--- src/rtl/smpl_sig_mc_if.sv ---
// Configuration and sampling-output bundle for the multi-channel sampling-signal generator.
interface smpl_sig_mc_if #(
  parameter int NUM_CH = 4,
  parameter int CNT_W  = 16,
  parameter int CH_W   = (NUM_CH > 1) ? $clog2(NUM_CH) : 1
);
  logic [NUM_CH-1:0] en;
  logic              sync_in;
  logic              cfg_valid;
  logic              cfg_ready;
  logic [CH_W-1:0]   cfg_ch;
  logic [CNT_W-1:0]  cfg_div;
  logic [CNT_W-1:0]  cfg_phase;
  logic [NUM_CH-1:0] sample_sig;
  logic [NUM_CH-1:0] st;

  modport master (
    output en, sync_in, cfg_valid, cfg_ch, cfg_div, cfg_phase,
    input  cfg_ready, sample_sig, st
  );

  modport slave (
    input  en, sync_in, cfg_valid, cfg_ch, cfg_div, cfg_phase,
    output cfg_ready, sample_sig, st
  );
endinterface

--- src/rtl/smpl_sig_mc.sv ---
// Multi-channel sampling-signal generator: per-channel divider/phase with shadowed,
// wrap-synchronous reprogramming and a global realign pulse.
module smpl_sig_mc #(
  parameter int NUM_CH  = 4,
  parameter int CNT_W   = 16,
  parameter int DEF_DIV = 24
) (
  input  logic          clk,
  input  logic          reset,
  smpl_sig_mc_if.slave  bus
);
  localparam int CH_W = (NUM_CH > 1) ? $clog2(NUM_CH) : 1;
  localparam logic [CNT_W-1:0] DEF_DIV_V = CNT_W'(DEF_DIV);

  logic [NUM_CH-1:0] sel;
  logic [NUM_CH-1:0] pend;
  logic [NUM_CH-1:0] wr;
  logic [NUM_CH-1:0] sample_vec;
  logic [NUM_CH-1:0] st_vec;
  logic              ready;

  // An out-of-range channel selects nothing, so it is always ready and writes are dropped.
  assign ready          = ~|(sel & pend);
  assign bus.cfg_ready  = ready;
  assign wr             = sel & {NUM_CH{bus.cfg_valid & ready}};
  assign bus.sample_sig = sample_vec;
  assign bus.st         = st_vec;

  for (genvar gi = 0; gi < NUM_CH; gi++) begin : g_ch
    logic [CNT_W-1:0] count_reg;
    logic [CNT_W-1:0] div_act_reg;
    logic [CNT_W-1:0] ph_act_reg;
    logic [CNT_W-1:0] div_shd_reg;
    logic [CNT_W-1:0] ph_shd_reg;
    logic             pend_reg;
    logic             sample_reg;
    logic             st_reg;
    logic [CNT_W-1:0] div_next;
    logic [CNT_W-1:0] ph_next;
    logic [CNT_W-1:0] ph_eff;
    logic             wrap;
    logic             realign;
    logic             reload;

    assign sel[gi]        = (bus.cfg_ch == CH_W'(gi));
    assign pend[gi]       = pend_reg;
    assign sample_vec[gi] = sample_reg;
    assign st_vec[gi]     = st_reg;

    assign realign = bus.sync_in | ~bus.en[gi];
    assign wrap    = bus.en[gi] & (count_reg == div_act_reg);
    assign reload  = pend_reg & (bus.sync_in | wrap);

    // Direct writes (disabled channel) and shadow reloads never coincide: a write needs pend=0.
    always_comb begin
      div_next = div_act_reg;
      ph_next  = ph_act_reg;
      if (wr[gi] && !bus.en[gi]) begin
        div_next = bus.cfg_div;
        ph_next  = bus.cfg_phase;
      end else if (reload) begin
        div_next = div_shd_reg;
        ph_next  = ph_shd_reg;
      end
      ph_eff = (ph_next > div_next) ? div_next : ph_next;
    end

    always_ff @(posedge clk) begin
      if (wr[gi] && bus.en[gi]) begin
        div_shd_reg <= bus.cfg_div;
        ph_shd_reg  <= bus.cfg_phase;
      end
    end

    always_ff @(posedge clk) begin
      if (!reset) begin
        count_reg   <= '0;
        div_act_reg <= DEF_DIV_V;
        ph_act_reg  <= '0;
        pend_reg    <= 1'b0;
        sample_reg  <= 1'b0;
        st_reg      <= 1'b0;
      end else begin
        div_act_reg <= div_next;
        ph_act_reg  <= ph_next;

        if (reload) begin
          pend_reg <= 1'b0;
        end else if (wr[gi] && bus.en[gi]) begin
          pend_reg <= 1'b1;
        end

        if (realign) begin
          count_reg  <= ph_eff;
          sample_reg <= 1'b0;
          st_reg     <= 1'b0;
        end else if (wrap) begin
          count_reg  <= '0;
          sample_reg <= ~sample_reg;
          st_reg     <= ~sample_reg;
        end else begin
          count_reg <= count_reg + CNT_W'(1);
          st_reg    <= 1'b0;
        end
      end
    end
  end
endmodule

--- src/flat_wrapper.sv ---
// flat-port wrapper written by rule: the top's interface ports become plain ports
module smpl_sig_mc_flat 
#(
  parameter int NUM_CH  = 4,
  parameter int CNT_W   = 16,
  parameter int DEF_DIV = 24
)
  (clk, reset, bus_en, bus_sync_in, bus_cfg_valid, bus_cfg_ch, bus_cfg_div, bus_cfg_phase, bus_cfg_ready, bus_sample_sig, bus_st);
  smpl_sig_mc_if #(.NUM_CH(NUM_CH), .CNT_W(CNT_W), .CH_W((2))) bus_i ();
  input  logic clk;
  input  logic reset;
  input wire logic [$bits(bus_i.en)-1:0] bus_en;
  input wire logic [$bits(bus_i.sync_in)-1:0] bus_sync_in;
  input wire logic [$bits(bus_i.cfg_valid)-1:0] bus_cfg_valid;
  input wire logic [$bits(bus_i.cfg_ch)-1:0] bus_cfg_ch;
  input wire logic [$bits(bus_i.cfg_div)-1:0] bus_cfg_div;
  input wire logic [$bits(bus_i.cfg_phase)-1:0] bus_cfg_phase;
  output wire logic [$bits(bus_i.cfg_ready)-1:0] bus_cfg_ready;
  output wire logic [$bits(bus_i.sample_sig)-1:0] bus_sample_sig;
  output wire logic [$bits(bus_i.st)-1:0] bus_st;
  assign bus_i.en = bus_en;
  assign bus_i.sync_in = bus_sync_in;
  assign bus_i.cfg_valid = bus_cfg_valid;
  assign bus_i.cfg_ch = bus_cfg_ch;
  assign bus_i.cfg_div = bus_cfg_div;
  assign bus_i.cfg_phase = bus_cfg_phase;
  assign bus_cfg_ready = bus_i.cfg_ready;
  assign bus_sample_sig = bus_i.sample_sig;
  assign bus_st = bus_i.st;
  smpl_sig_mc #(.NUM_CH(NUM_CH), .CNT_W(CNT_W), .DEF_DIV(DEF_DIV)) u_core (.clk(clk), .reset(reset), .bus(bus_i));
endmodule
--- config.mk ---
export PLATFORM = sky130hd
export DESIGN_NAME = smpl_sig_mc_flat
export DESIGN_NICKNAME = d
export VERILOG_FILES = /design/src/rtl/smpl_sig_mc_if.sv /design/src/rtl/smpl_sig_mc.sv /design/src/flat_wrapper.sv
export SDC_FILE = /design/constraint.sdc
export NUM_CORES = 1
export LEC_CHECK = 0
export CORE_UTILIZATION = 40
export CTS_CLUSTER_DIAMETER = 50
export DETAILED_ROUTE_END_ITERATION = 12
export GPL_ROUTABILITY_DRIVEN = 0
export SLEW_MARGIN = 15
export SYNTH_ARGS = -nofsm -noshare
export SYNTH_HDL_FRONTEND = slang
export SYNTH_SLANG_ARGS = --single-unit
--- constraint.sdc ---
create_clock -name clk -period 4.5 [get_ports clk]
set_input_delay 0.45 -clock clk [delete_from_list [all_inputs] [get_ports clk]]
set_output_delay 0.45 -clock clk [all_outputs]
set_load 0.01 [all_outputs]
# Word-level counts from Yosys, hierarchy flattened
# Cells that the tools add are included.
[classes]
n_addsub = 4
n_lt_le_gt_ge = 4
n_eq_ne = 7
n_mux = 28
bitwise = 32
reduce_logical = 27
[ops]
columns = ["op", "n"]
rows = [
  ["16-bit two-way mux", 28],
  ["16-bit by 1-bit adder with 16-bit output, second input constant", 4],
  ["16-bit equality test", 4],
  ["16-bit > comparator", 4],
  ["2-bit OR reduction", 8],
  ["1-bit NOT", 13],
  ["3-bit OR reduction", 4],
  ["1-bit bitwise AND", 9],
  ["4-bit bitwise AND", 2],
  ["1-bit logical AND", 8],
  ["1-bit bitwise OR", 8],
  ["1-bit logical NOT", 5],
  ["2-bit equality test, second input constant", 2],
  ["4-bit OR reduction", 1],
  ["2-bit by 1-bit equality test with 1-bit output, second input constant", 1],
  ["2-bit logical NOT", 1],
]
[word_totals]
ff_bits = 332
in_bits = 42
output_inout_bits = 9
elab_cells = 134

# Depth between registers and ports, before layout
[depth]
ltp_word = 11
mapped_depth = 19
ltp_nobuf = 15

# Worst setup path after synthesis
# Ideal clock, no wire load.
[synth_path]
path_kind = "input-to-reg"
from = "input port bus_cfg_ch[1]"
to = "register u_core.g_ch[1].div_shd_reg[0], enable pin"
setup_time_ns = 0.507
arrival_time_ns = 3.714
required_time_ns = 3.993
path_slack_ns = 0.279
cell_stages = 1
path_buffers = 0
cell_sequence = "nor4_1"
[synth_between]
elab_chain_cells = 7
elab_cells_between_ends = 10
classes_between = "eq/ne (3); bitwise (3); reduce/logical (4)"
[synth_lines]
columns = ["item", "line_no", "rtl"]
rows = [
  ["from (decl)", "flat_wrapper.sv:15", "input wire logic [$bits(bus_i.cfg_ch)-1:0] bus_cfg_ch;"],
  ["2-bit by 1-bit equality test with 1-bit output (tied with other cells)", "smpl_sig_mc.sv:45", "assign sel[gi] = (bus.cfg_ch == CH_W'(gi));"],
  ["4-bit bitwise AND", "smpl_sig_mc.sv:23", "assign ready = ~|(sel & pend);"],
  ["4-bit OR reduction", "smpl_sig_mc.sv:23", ""],
  ["1-bit logical NOT", "smpl_sig_mc.sv:23", ""],
  ["1-bit bitwise AND", "smpl_sig_mc.sv:25", "assign wr = sel & {NUM_CH{bus.cfg_valid & ready}};"],
  ["4-bit bitwise AND *", "smpl_sig_mc.sv:25", ""],
  ["1-bit logical AND *", "smpl_sig_mc.sv:69", "if (wr[gi] && bus.en[gi]) begin"],
  ["to (signal assigned)", "smpl_sig_mc.sv:70", "div_shd_reg <= bus.cfg_div;"],
  ["to (decl)", "smpl_sig_mc.sv:33", "logic [CNT_W-1:0] div_shd_reg;"],
]
# Every way passes the cells marked *; elsewhere a longest branch is shown, timed or not.
# A chain may end at the register's enable or synchronous reset.

# Worst setup path after layout
[layout_path]
from = "register u_core.g_ch[1].count_reg[14]"
to = "register u_core.g_ch[1].count_reg[6]"
[layout_between]
elab_chain_cells = 9
elab_cells_between_ends = 12
classes_between = "order compare (1); eq/ne (1); mux (7); bitwise (3)"
[layout_lines]
columns = ["item", "line_no", "rtl"]
rows = [
  ["from (decl)", "smpl_sig_mc.sv:30", "logic [CNT_W-1:0] count_reg;"],
  ["from (signal assigned)", "smpl_sig_mc.sv:94", "count_reg <= ph_eff;"],
  ["from (signal assigned)", "smpl_sig_mc.sv:102", "count_reg <= count_reg + CNT_W'(1);"],
  ["16-bit equality test *", "smpl_sig_mc.sv:51", "assign wrap = bus.en[gi] & (count_reg == div_act_reg);"],
  ["1-bit bitwise AND *", "smpl_sig_mc.sv:51", ""],
  ["1-bit bitwise OR", "smpl_sig_mc.sv:52", "assign reload = pend_reg & (bus.sync_in | wrap);"],
  ["1-bit bitwise AND", "smpl_sig_mc.sv:52", ""],
  ["16-bit two-way mux", "smpl_sig_mc.sv:61", "end else if (reload) begin"],
  ["16-bit two-way mux", "smpl_sig_mc.sv:58", "if (wr[gi] && !bus.en[gi]) begin"],
  ["16-bit > comparator", "smpl_sig_mc.sv:65", "ph_eff = (ph_next > div_next) ? div_next : ph_next;"],
  ["16-bit two-way mux", "smpl_sig_mc.sv:65", ""],
  ["16-bit two-way mux *", "smpl_sig_mc.sv:93", "if (realign) begin"],
]
# Marks and branches as above.

==> flow_metrics.env <==
export IMPL_hp_class="in -> reg"
export IMPL_internal_power_mw=5.70
export IMPL_peakVddDrop_v=0.000247
export IMPL_synth_avg_cell_area_um2=10.2
export IMPL_syn_nets=1735
export IMPL_via_per_inst=5.50
export IMPL_cp_common_cell="buf_4"
export IMPL_die_width_um=206
export IMPL_pwr_share_comb_pct=15.1
export IMPL_path_buf_inv=3
export IMPL_grt_max_degree=59
export IMPL_clk_pin_slew_ps=60
export IMPL_crit_slowest_cell="a31oi_2"
export IMPL_grt_usage_pct=24.6
export IMPL_setup_viol=0
export IMPL_antenna_found_initial=2
export IMPL_syn_area_um2=16600
export IMPL_synthToLayoutAreaGrowth_pct=21.2
export IMPL_powerDensity_nw_per_um2=390
export IMPL_ys_flop_type="dfxtp_1"
export IMPL_io_pins=51
export IMPL_antennaDiodeCount=0
export IMPL_outcome="complete, no violations"
export IMPL_clockPowerShare_pct=42.2
export IMPL_yosys_top_cells_area="dfxtp_1, edfxtp_1, mux2i_1"
export IMPL_worstMarginPinSlew_ps=933
export IMPL_cts_hold_fix_buffers=0
export IMPL_power_total_mw=7.84
export IMPL_placementRows=74
export IMPL_dieHeight_um=206
export IMPL_p_leak_nw=8.17
export IMPL_rsz0062_at_grt="yes"
export IMPL_fin_nets=1917
export IMPL_cp_start_kind="register"
export IMPL_drt_iter0_markers=940
export IMPL_crit_arrival_ps=4790
export IMPL_synth_top_area_share_pct=24.6
export IMPL_crit_family="compound AO/OA/AOI/OAI gates"
export IMPL_firstDrtPassIters=5
export IMPL_max_freq_mhz=233
export IMPL_post_route_util_pct=49.2
export IMPL_worstSetupPathType="reg -> reg"
export IMPL_root_buffer="clkbuf_16"
export IMPL_clock_path_buffers=3
export IMPL_drc=0
export IMPL_cts_tree="done"
export IMPL_skew_ps=21.6
export IMPL_grt_pass1_vias=12847
export IMPL_ys_seq_area_share_pct=47.7
export IMPL_hold_viol=0
export IMPL_ys_types=61
export IMPL_drive_gt1_share_pct=16.6
export IMPL_synth_top_area_cell="dfxtp_1"
export IMPL_postSynthCellCount=1625
export IMPL_cap_violations=0
export IMPL_routed_wl_mm=50.8
export IMPL_fin_crit_ps=4280
export IMPL_cts_made_buffers=42
export IMPL_htreeDepth=2
export IMPL_crit_required_ps=5000
export IMPL_vias=13037
export IMPL_synth_commonest_cells="dfxtp_1, nor2_1, edfxtp_1"
export IMPL_cts_sinks=332
export IMPL_slew_violations=0
export IMPL_portBuffers=50
export IMPL_avgRoutedWirePerCell_um=21.4
export IMPL_hold_ws_ps=366
export IMPL_critPathMaxStageDelay_ps=390
export IMPL_clk_latency_ps=560
export IMPL_swShare_pct=27.3
export IMPL_grt_pass1_wl_mm=77.4
export IMPL_p_seq_share_pct=42.7
export IMPL_crit_chain="xor2_1 > nor4_1 > nand4_2 > o21ai_4 > buf_4 > mux2_2 > mux2i_1 > ha_1 > nand4_1 > a211oi_1 > o21ai_0 > a31oi_2 > o21ai_0 > buf_4 > nor2_1 > buf_4 > a221o_1"
export IMPL_crit_path_end_kind="register"
export IMPL_critPathMaxFanout=5
export IMPL_synth_seq_cells=332
export IMPL_async_flop_share_pct=0
export IMPL_yosys_warnings=0
export IMPL_die_area_um2=42300
export IMPL_coreArea_um2=40900
export IMPL_hpwl_mm=36.4
export IMPL_floorplan_initialDensity_pct=40.6
export IMPL_max_slew_margin_rel_pct=37.6
export IMPL_fin_setup_tns_ps=0
export IMPL_timing_final_crit_share_pct=95.2
export IMPL_power_switching_mw=2.14
export IMPL_gr_total_overflow=0
export IMPL_ant_nets=0
export IMPL_synth_enable_flop_cells=128
-- layout make-up --
cell class	count	area [µm²]
Inverter	53	199
Clock buffer	57	1200
Sequential cell	332	7930
Multi-Input combinational cell	1161	8160
Fill cell	3815	20800
Tap cell	532	666
Clock inverter	20	166
Timing Repair Buffer	217	1810
-- worst register-to-register path, delay by kind of cell (launching register included) --
kind,cells,cell delay [ps]
adder cells (fa/ha/maj),1,200
buffers and inverters,3,570
multiplexers,2,600
XOR/XNOR,1,160
AO/OA/AOI/OAI,6,1490
AND/OR/NAND/NOR,4,850
flip-flops,1,340
-- metal layers --
metal | vias to the layer above | track usage, % | routed length, µm
met5 | - | 0 | 0
met4 | 0 | 10.8 | 2040
met3 | 102 | 4.66 | 3330
met2 | 426 | 37.9 | 22400
met1 | 6288 | 33.4 | 23000
li1 | 6221 | - | -
-- power by group through the flow --
stage / clock, mW / sequential (mW) / combinational [mW]
3_5_place_dp: 0 / 3.41 / 1.15
4_1_cts: 3.36 / 3.35 / 1.16
5_1_grt: 3.49 / 3.36 / 1.29
2_1_floorplan: 0 / 3.39 / 0.657
3_3_place_gp: 0 / 3.41 / 1.14
6_report: 3.31 / 3.35 / 1.19
-- cells by family after synthesis --
| group | Yosys count | share of synthesized area, % |
|---|---|---|
| compound gates | 274 | 11.8 |
| xor+xnor | 124 | 6.54 |
| fa+ha+maj | 68 | 5.12 |
| buf+inv | 132 | 3.62 |
| flops | 332 | 47.7 |
| mux | 137 | 8.51 |
| simple gates | 558 | 16.7 |
-- what timing repair did --
item                                    in CTS  in global routing
buffers inserted                             0                  2
gates resized for setup                      0                 11
endpoints found under the setup margin       0                 55
-- final timing paths --
check / startpoint / slack [ps] / cells after the start / to
worst max-delay path: u_core.g_ch[1].count_reg[14] / 220 / 17 / u_core.g_ch[1].count_reg[6]
worst min-delay path: reset / 370 / 2 / u_core.g_ch[3].div_act_reg[3]
worst max register to register: u_core.g_ch[1].count_reg[14] / 220 / 17 / u_core.g_ch[1].count_reg[6]
worst min register to register: u_core.g_ch[2].sample_reg / 490 / 1 / u_core.g_ch[2].st_reg
-- stage by stage --
stage               instances  setup WS [ps]  cell area (µm²)
finish                   2372            215            20100
global route             2372          -32.4            20100
CTS                      2370           96.0            20100
detailed placement       2293           -171            18700
global placement         2293          -71.4            18700
floorplan                1625            279            16600
-- layout by cell type (no fill, tap or decap), drive strengths merged, types with 28 or more instances in the layout --
cell type,count
a21o,28
a21oi,74
and2,72
buf,168
clkbuf,57
clkdlybuf4s50,49
dfxtp,204
edfxtp,128
ha,68
inv,59
mux2i,115
nand2,95
nand3,28
nand4,31
nor2,204
nor4,32
o21ai,45
xor2,97
Note: power is estimated with default switching activity, not from simulation.
